--- src/rtl/imem_fetch_arbiter.sv ---
`default_nettype none
// +----------------------------------------------------------------------------+
// | Module      : imem_fetch_arbiter                                           |
// | Description : Shares a synchronous-read instruction memory between CPU     |
// |               fetch (byte PCs) and a debug read port, fetch priority with  |
// |               a starvation guard for debug.                                |
// | Revision    : 1.0 - initial release                                        |
// +----------------------------------------------------------------------------+
module imem_fetch_arbiter #(
    parameter int                  DATA_WIDTH = 32,
    parameter int                  ADDR_WIDTH = 10,
    parameter int                  PC_WIDTH   = 16,
    parameter logic [PC_WIDTH-1:0] IMEM_BASE  = 16'h31B0,
    parameter int                  STARVE_MAX = 4
) (
    input  logic                  clk,
    input  logic                  rst_n,
    input  logic                  f_req,
    input  logic [PC_WIDTH-1:0]   f_pc,
    output logic                  f_gnt,
    output logic                  f_valid,
    output logic [DATA_WIDTH-1:0] f_instr,
    output logic                  f_fault,
    output logic                  stall,
    input  logic                  d_req,
    input  logic [ADDR_WIDTH-1:0] d_addr,
    output logic                  d_gnt,
    output logic                  d_valid,
    output logic [DATA_WIDTH-1:0] d_data,
    output logic [ADDR_WIDTH-1:0] mem_addr,
    input  logic [DATA_WIDTH-1:0] mem_rdata
);

    localparam logic [1:0] c_OWN_NONE  = 2'd0;
    localparam logic [1:0] c_OWN_FETCH = 2'd1;
    localparam logic [1:0] c_OWN_DEBUG = 2'd2;
    localparam logic [3:0] c_CNT_MAX   = 4'(STARVE_MAX);

    // Word part of (f_pc - IMEM_BASE); exact whenever f_pc is word aligned,
    // and misaligned PCs fault regardless of its value.
    localparam logic [PC_WIDTH-3:0] c_BASE_WORD =
        IMEM_BASE[PC_WIDTH-1:2] + {{(PC_WIDTH-3){1'b0}}, |IMEM_BASE[1:0]};

    logic [PC_WIDTH-3:0]   w_off_words;
    logic                  w_out_of_range;
    logic                  w_fault;
    logic [ADDR_WIDTH-1:0] w_widx;
    logic [3:0]            r_cnt;
    logic [1:0]            r_owner;
    logic                  r_fault;

    assign w_off_words = f_pc[PC_WIDTH-1:2] - c_BASE_WORD;

    generate
        if (PC_WIDTH - 2 > ADDR_WIDTH) begin : g_range_hi
            assign w_out_of_range = |w_off_words[PC_WIDTH-3:ADDR_WIDTH];
        end else begin : g_range_none
            assign w_out_of_range = 1'b0;
        end
    endgenerate

    assign w_fault = (f_pc < IMEM_BASE) | (f_pc[1:0] != 2'b00) | w_out_of_range;
    assign w_widx  = w_off_words[ADDR_WIDTH-1:0];

    assign d_gnt = d_req & (~f_req | (r_cnt == c_CNT_MAX));
    assign f_gnt = f_req & ~d_gnt;
    assign stall = f_req & ~f_gnt;

    always_comb begin
        mem_addr = '0;
        if (f_gnt) begin
            if (!w_fault) begin
                mem_addr = w_widx;
            end
        end else if (d_gnt) begin
            mem_addr = d_addr;
        end
    end

    // Any cycle where debug waits behind fetch counts; otherwise start over.
    always_ff @(posedge clk or negedge rst_n) begin
        if (!rst_n) begin
            r_cnt <= '0;
        end else if (d_gnt || !d_req) begin
            r_cnt <= '0;
        end else if (r_cnt != c_CNT_MAX) begin
            r_cnt <= r_cnt + 4'd1;
        end
    end

    always_ff @(posedge clk or negedge rst_n) begin
        if (!rst_n) begin
            r_owner <= c_OWN_NONE;
            r_fault <= 1'b0;
        end else begin
            r_owner <= f_gnt ? c_OWN_FETCH : (d_gnt ? c_OWN_DEBUG : c_OWN_NONE);
            r_fault <= f_gnt & w_fault;
        end
    end

    assign f_valid = (r_owner == c_OWN_FETCH);
    assign f_instr = (f_valid && !r_fault) ? mem_rdata : '0;
    assign f_fault = f_valid & r_fault;
    assign d_valid = (r_owner == c_OWN_DEBUG);
    assign d_data  = d_valid ? mem_rdata : '0;

endmodule
`default_nettype wire

--- config.mk ---
export PLATFORM = sky130hd
export DESIGN_NAME = imem_fetch_arbiter
export DESIGN_NICKNAME = d
export VERILOG_FILES = /design/src/rtl/imem_fetch_arbiter.sv
export SDC_FILE = /design/constraint.sdc
export NUM_CORES = 1
export LEC_CHECK = 0
export CAP_MARGIN = 20
export CORE_UTILIZATION = 26
export DETAILED_ROUTE_END_ITERATION = 12
export PLACE_DENSITY = 0.87
export SYNTH_ARGS = -nofsm -noshare
export SYNTH_HDL_FRONTEND = slang
export SYNTH_SLANG_ARGS = --single-unit
--- constraint.sdc ---
create_clock -name clk -period 4.7 [get_ports clk]
set_clock_uncertainty 0.15 [all_clocks]
set_input_delay 1.41 -clock clk [delete_from_list [all_inputs] [get_ports clk]]
set_output_delay 1.41 -clock clk [all_outputs]
set_load 0.01 [all_outputs]
# Yosys cells after proc, flatten, opt, wreduce, memory -nomap -nowiden
# Index checks and enable logic that the tools add are counted.
[totals] out_inout_bits=80 latch_bits=0 ram_bits=0 word_cells=37 in_bits=62 rom_bits=0 ff_bits=7 mem_count=0
[op_classes] n_shift=0 n_mux=9 div_mod_pow=0 n_reduce_logical=7 order_cmp=1 n_bitwise=11 add_sub_neg=2 multipliers=0 n_eq_ne=4
[op_table] cell="2-to-1 mux 32 bit" count=2
[op_table] cell="2-to-1 mux 10 bit" count=3
[op_table] cell="less-than comparator 16 x 14 -> 1 bit (second input constant)" count=1
[op_table] cell="subtractor 14 x 12 -> 14 bit (second input constant)" count=1
[op_table] cell="2-to-1 mux 4 bit" count=2
[op_table] cell="bitwise AND 1 bit" count=5
[op_table] cell="adder 4 x 1 -> 4 bit (second input constant)" count=1
[op_table] cell="== test 4 x 3 -> 1 bit (second input constant)" count=1
[op_table] cell="2-to-1 mux 2 bit" count=2
[op_table] cell="!= test 4 x 3 -> 1 bit (second input constant)" count=1
[op_table] cell="nonzero test 2 bit" count=2
[op_table] cell="OR reduction 4 bit" count=1
[op_table] cell="inverter 1 bit" count=3
[op_table] cell="bitwise OR 1 bit" count=3
[op_table] cell="== test 2 x 1 -> 1 bit (second input constant)" count=1
[op_table] cell="== test 2 bit (second input constant)" count=1
[op_table] cell="logical NOT 1 bit" count=2
[op_table] cell="logical AND 1 bit" count=1
[op_table] cell="logical OR 1 bit" count=1

# Depth between registers and ports, before layout
[depth] ltp_word=7 mapped_depth=7 depth_no_buf=7

# Worst setup path after synthesis
# Ideal clock, no wire load.
[synth_path] path_kind="in2out" from="in f_pc[9]" to="out mem_addr[4]" arrival_ns=2.912 cell_stages=5 t_required_ns=3.140 n_path_buf=1 slack_ns=0.228 cell_sequence="or4_4 -> a2111oi_4 -> o2111ai_2 -> buf_6 -> o31ai_2"
[synth_via] elab_chain_len=5 elab_cells_between_ends=7 classes_between="1 x add/sub; 1 x order compare; 2 x mux; 2 x bitwise; 1 x reduce/logical"
[synth_lines] item="start, declared" line="19" source="input logic [PC_WIDTH-1:0] f_pc,"
[synth_lines] item="subtractor 14 x 12 -> 14 bit or less-than comparator 16 x 14 -> 1 bit (tied branches)" line="52, 62"
[synth_lines] item="OR reduction 4 bit or bitwise OR 1 bit (tied branches)" line="56, 62"
[synth_lines] item="bitwise OR 1 bit *" line="62" source="assign w_fault = (f_pc < IMEM_BASE) | (f_pc[1:0] != 2'b00) | w_out_of_range;"
[synth_lines] item="2-to-1 mux 10 bit *" line="72" source="if (!w_fault) begin"
[synth_lines] item="2-to-1 mux 10 bit *" line="71" source="if (f_gnt) begin"
[synth_lines] item="end, declared" line="30" source="output logic [ADDR_WIDTH-1:0] mem_addr,"
# Every way passes the cells marked *; elsewhere a longest branch is shown, timed or not.

# Worst setup path after layout
[layout_path] from="in f_pc[11]" to="out mem_addr[7]"
# Same word-level chain as after synthesis.

==> results.md <==
- Status: finished clean
- Cell variety after synth: 26
- Antenna violations before repair: 0
- Hold Crit Class: flip-flop to flip-flop
- Ys flop type: dfrtp_1
- Largest family of logic cells by synthesized area: simple AND/OR/NAND/NOR gates
- Max Slew Vio Count: 0
- Xor-xnor portion of the synthesized cell area: 6.342%
- Clock transition at the registers of the reported paths: ~0.04 ns
- Cell Count, Final, Fillers Out: ~360
- Avg Cell Area, Syn: between 7 and 8 sq um
- # hold bufs at CTS: 0
- TritonRoute pass-1 iters: 4
- Startpoint Class: input pin
- Post-layout instance area: about 2700 sq um
- Crit. End Element: output pin
- Gate Count Post-Synth: roughly 150
- Kind of cell adding the most delay to the critical path: compound AO/OA/AOI/OAI gates
- Die width: around 67 um
- Critical path's slowest cell: or4_4
- Detailed Place HPWL: around 3600 um
- Synth Area in Adders: between 3 and 4%
- CP Cell Sequence: buf_6 > or4_4 > a2111oi_4 > o2111ai_4 > buf_6 > o31ai_4 > buf_2
- Placed Cells: 352
- Max Freq: 214.9 MHz
- Routed Antenna Nets: 0
- Relative slew slack: around three quarters
- Final Cycle Share: just under 100%
- Post-synth EDFFs: 0
- Top cells by count, synth: and2_1, nand2_1, clkbuf_1, dfrtp_1
- Multi-input logic area: 930.9 sq um
- Clock share of power: 25.6%
- Asr flop ratio synth: 100.0%
- Vias/cell: approximately 4.5
- Crit path top cell by count: buf_6
- Sink Count: 7
- Syn Nets: about 220
- R2r endpoint: r_fault
- GRT Resource Usage Total: between 10% and 20%
- Logic gate share of total power: between 50% and 60%
- Post-synthesis register bit count: 7
- Minimum clock period: between 4 and 5 ns
- Worst Tran Pin Value: just under 0.4 ns
- Critical path class: input pin to output pin
- CP bufs+invs: 3
- Setup Viol. Count Final: 0
- Maxcap violations: 0
- CTS buffer count: 3
- CTS tree: done
- CP required: approximately 3.1 ns
- First-pass GRT wire length: 6168 um
- Avg WL per Cell: 12.06 um
- Top cells by area, synth: and2_1, dfrtp_1, o31ai_2
- Area growth, synth to finish: 147.9%
- Seq. cell area: 175.2 sq um
- Share of the synthesized area in the top cell type: roughly 38%
- Worst vdd ir: 83.46 uV
- Internal: roughly 0.23 mW
- Clock root cell: clkbuf_8
- Switching Share: between 20% and 30%
- Ys Warns: 0
- WP depth: 7
- Area leader, netlist: and2_1
- Syn Std Cell Area: between 1000 and 1500 sq um
- Height of the die: roughly 67 um
- Switch Pwr: around 0.095 mW
- I/O pin cnt: 142
- Signal arrival time at the worst endpoint: 3.09 ns
- Placement Rows: 23
- Buffer depth of the longest clock path: 2
- RSZ-0062 raised after global routing: true
- Vias in the first global route: between 1000 and 1500
- Seq/Total Area, Yosys: 15.86%
- Final hold viol count: 0
- Port Buffers: roughly 140
- Worst-skew pair later-pin latency: approximately 0.22 ns
- Nets: approximately 370
- Cell with the most instances after synthesis: and2_1
- Sequential fraction of design power: roughly 20%
- GP Congestion: slightly below 0.8
- Core area: between 4000 and 5000 sq um
- R2r setup slk: between 3 and 4 ns
- Leak Pwr: around 1.1 nW
- DIE AREA: 4514 sq um
- R2R cell count: 7
- Fin Setup TNS: 0 ns
- Compound-Gate Fraction of Synth Area: approximately a fifth
- Total number of vias: roughly 1600
- Hold Path Stages: 1
- FF-to-FF Start: r_cnt[0]
- DRC: 0
- Synth Area in Simple Gates: between 40% and 50%
- Pwr dens: 118.8 nW/um^2
- Gr ovfl total: 0
- H-tree levels: 1
- Hold wc startpoint: r_cnt[0]
- Max incr delay on CP: about 0.54 ns
- Largest net degree at the start of global routing: 34
- DRT iter0 DRCs: 22
- Layout cells sized above 1: 16.56%
- Mux share of post-synthesis cell area: 0%
- WHS Endpoint: r_cnt[0]
- Finished Core Util: between 60% and 70%
- Initial Util: 27.42%
- Placed cell area: 2676 sq um
- Drt total wl: roughly 4300 um
- Number of antenna diodes: 0
- Fill count: 350
- Worst Path Max Fanout: 6
-- power groups by stage --
| stage | combinational [mW] | sequential (mW) | clock, mW |
|---|---|---|---|
| global placement | 0.176 | 0.0648 | 0 |
| detailed placement | 0.178 | 0.0651 | 0 |
| global route | 0.193 | 0.0644 | 0.0898 |
| finish | 0.178 | 0.0642 | 0.0832 |
| floorplan | 0.0560 | 0.0646 | 0 |
| CTS | 0.175 | 0.0643 | 0.0841 |
-- metrics by stage --
stage          hold WS [ns]  setup WS [ns]  total power, mW
2_1_floorplan        0.3042         0.2276           0.1206
3_3_place_gp         0.3273        -0.7356           0.2405
3_5_place_dp         0.3708        -0.7593           0.2434
4_1_cts              0.3840        0.01653           0.3232
5_1_grt              0.4041       -0.02506           0.3468
6_report             0.3787        0.04602           0.3254
-- worst register-to-register path, cell delays in order, from the launching register on --
cell      delay [ns]
dfrtp_1         0.41
inv_1           0.07
ha_1            0.14
nand3b_1        0.14
o21ai_1         0.16
buf_4           0.24
inv_2           0.10
and2_1          0.15
-- worst max-delay path by stage --
stage,from,end
6_report,f_pc[11],mem_addr[7]
5_1_grt,f_pc[11],mem_addr[4]
4_1_cts,f_pc[11],mem_addr[6]
3_5_place_dp,f_pc[9],mem_addr[7]
3_3_place_gp,f_pc[9],mem_addr[9]
2_1_floorplan,f_pc[9],mem_addr[4]
-- logic make-up after synthesis --
| group | count (synthesis) |
|---|---|
| AOI/OAI and AO/OA | 23 |
| xor gates and xnor gates | 8 |
| adders and majority gates | 3 |
| buffers and inverters | 14 |
| DFF | 7 |
| and+or+nand+nor | 96 |
-- flip-flops by register name, indices dropped and copies added, names as in the netlist --
register  cells
r_owner       2
r_fault       1
r_cnt         4
-- cells in the final DEF, fill, tap and decap left out --
cell             instances
a2111oi_4                1
a21o_1                   1
a21oi_1                  3
and2_1                  67
buf_2                   11
buf_4                   18
buf_6                    4
clkbuf_1                 1
clkbuf_2                 2
clkbuf_8                 3
clkdlybuf4s15_1          1
clkdlybuf4s50_1        122
dfrtp_1                  7
dlygate4sd2_1            3
ha_1                     2
ha_2                     1
inv_1                    5
inv_2                    1
nand2_1                 15
nand3_1                  2
nand3b_1                 1
nor2_1                   6
nor2b_1                  4
o2111ai_4                1
o211ai_1                 2
o21ai_0                  2
o21ai_1                  4
o311ai_0                 1
o311ai_2                 1
o31ai_2                  3
o31ai_4                  4
or4_4                    1
xnor2_1                  3
xor2_1                   5
-- what timing repair did --
item | 4_1_cts | 5_1_grt
pin swaps | 13 | 4
endpoints found under the setup margin | 10 | 9
cloned | 1 | 0
buffers inserted | 0 | 1
gates resized for setup | 66 | 10
-- layout make-up --
cell class	count	area share, %
clock buffer	4	1.645
inverter	6	0.8223
multi-input combinational	130	33.99
sequential	7	6.396
tap	50	2.284
timing repair buffer	161	54.87
-- per-layer routing --
metal | vias to the layer above | routed length (um) | global-route usage, %
met5 | - | 0 | 0
met4 | 0 | 38 | 4.521
met3 | 4 | 454 | 4.054
met2 | 93 | 2329 | 36.50
met1 | 686 | 1497 | 17.01
li1 | 811 | - | -
Power figures use the tool's default switching activity.
==> RTL change (same settings) <==
Change the parameter `PC_WIDTH` from 16 to 20.
--- a/src/rtl/imem_fetch_arbiter.sv
+++ b/src/rtl/imem_fetch_arbiter.sv
@@ -10,5 +10,5 @@
     parameter int                  DATA_WIDTH = 32,
     parameter int                  ADDR_WIDTH = 10,
-    parameter int                  PC_WIDTH   = 16,
+    parameter int                  PC_WIDTH   = 20,
     parameter logic [PC_WIDTH-1:0] IMEM_BASE  = 16'h31B0,
     parameter int                  STARVE_MAX = 4
Ports: changed (resized f_pc); port bits go from 142 to 146. The function was not compared with the original's and may differ.
==> RTL change against the original RTL <==
The run now ends with DRC left. Total power grew 2.3%. Final cell count grew 9.2%. Count of clock-buffer cells in the layout is the same. Design area grew 7.6%. Die area grew 11%. Sequential cell count is the same. Setup slack gained 0.042 ns. Highest routed layer unchanged. Critical path depth grew 1. Non-clock buffer count grew 12. Critical path type unchanged. Largest cell class unchanged. Wire length grew 12%. Register-to-register slack gained 0.07 ns. Largest power group unchanged. Synthesized area grew 11%.
==> RTL change: results (changes against the original RTL) <==
FILLER_CELL_COUNT=406  # was 350
CRIT_PATH_MAX_FANOUT=5  # was 6
ROUTED-WL-MET3_UM=407  # was 454 um
DRT_PRE_ANTENNA_ITERS=8  # was 4
SYNTH_COMPOUND_GATE_AREA_SHARE_PCT=20.37  # was 19.03%
MET3_USAGE_PCT=3.704  # was 4.054%
DRT_DRC_VIOLATIONS_LEFT=26  # was 0
MULTI_INPUT_GATE_AREA_MM2=0.001031  # was 930.9 um2
PLACE_WS_NS=-0.5781  # was -0.7593 ns
PLACEMENT.IO_BUFFERS=145  # was 141
TIMING.REG2REG.WORST_PATH_DEPTH=6  # was 7
YOSYSTOPAREACELLSHARE_PCT=33.60  # was 37.94%
SYNTH.CELLS.MOST_FREQUENT='66 x and2_1, 19 x nand2_1, 11 x o21ai_2, 8 x clkbuf_1'  # was 67 x and2_1, 15 x nand2_1, 7 x clkbuf_1, 7 x dfrtp_1
PWR-SHARE-SEQ_PCT=19.2  # was 19.7%
GROUTE.LAYER.MET1.USAGE_PCT=18.49  # was 17.01%
DESIGN.FINAL.NETS=409  # was 374
PLACEMENT.CELL_AREA_MM2=0.002907  # was 0.002676 mm2
NON_CLOCK_INVERTER_COUNT_IN_THE_FINAL_LAYOUT=5  # was 6
MET2_WIRELENGTH_UM=2689  # was 2329 um
SETUP_SLACK_NS=0.08844  # was 0.04602 ns
RUN_STATUS='complete, but fails checks'  # was finished, final reports clean
VIOLATED_CHECKS='DRC'
CLK_SHARE_PCT=1.529  # was 1.645%
GR-USAGE-MET2_PCT=40.49  # was 36.50%
ROUTE.FINAL.WIRE_LENGTH_UM=4844  # was 4319 um
AREA_DELTA_SYNTH_FINAL_PCT=139.8  # was 147.9%
CTS_SETUP_BUFFERS=1  # was 0
FRACTION_OF_FINAL_LAYOUT_CELLS_SIZED_BEYOND_DRIVE_STRENGTH_1_PCT=19.47  # was 16.56%
VIA_COUNT_OF_THE_FIRST_GLOBAL_ROUTING_PASS=1788  # was 1434
POSTSYNTHAREAPERCELL_UM2=7.185  # was 7.317 um2
SWSHARE_PCT=28.63  # was 29.14%
[RTL change: changes by cell type in the layout (fill, tap and decap cells not counted), moves of 4 or more]
cell           before  now
o31ai_4             4    0
xor2_1              5    1
o21ai_2             0   11
buf_4              18   26
dlygate4sd2_1       3   10
o21ai_1             4    0
[RTL change: worst max-delay path, cell delays in order]
cell and delay, ns:
clkdlybuf4s50_1 0.44, buf_4 0.16, and3_1 0.17, a221oi_2 0.28, o221ai_2 0.16, buf_6 0.17
o21ai_2 0.13, buf_2 0.14
[RTL change: how the worst max path moves through the flow]
| stage | start | end | slack [ns] | cells past startpoint |
|---|---|---|---|---|
| after floorplan | f_pc[4] | mem_addr[0] | 0.48 | 7 |
| after global placement | f_pc[4] | mem_addr[6] | -0.50 | 9 |
| after detailed placement | f_pc[4] | mem_addr[0] | -0.58 | 9 |
| after CTS | f_pc[14] | mem_addr[0] | 0.006 | 8 |
| after global routing | f_pc[5] | mem_addr[7] | 0.002 | 9 |
| final | f_pc[12] | mem_addr[5] | 0.09 | 8 |
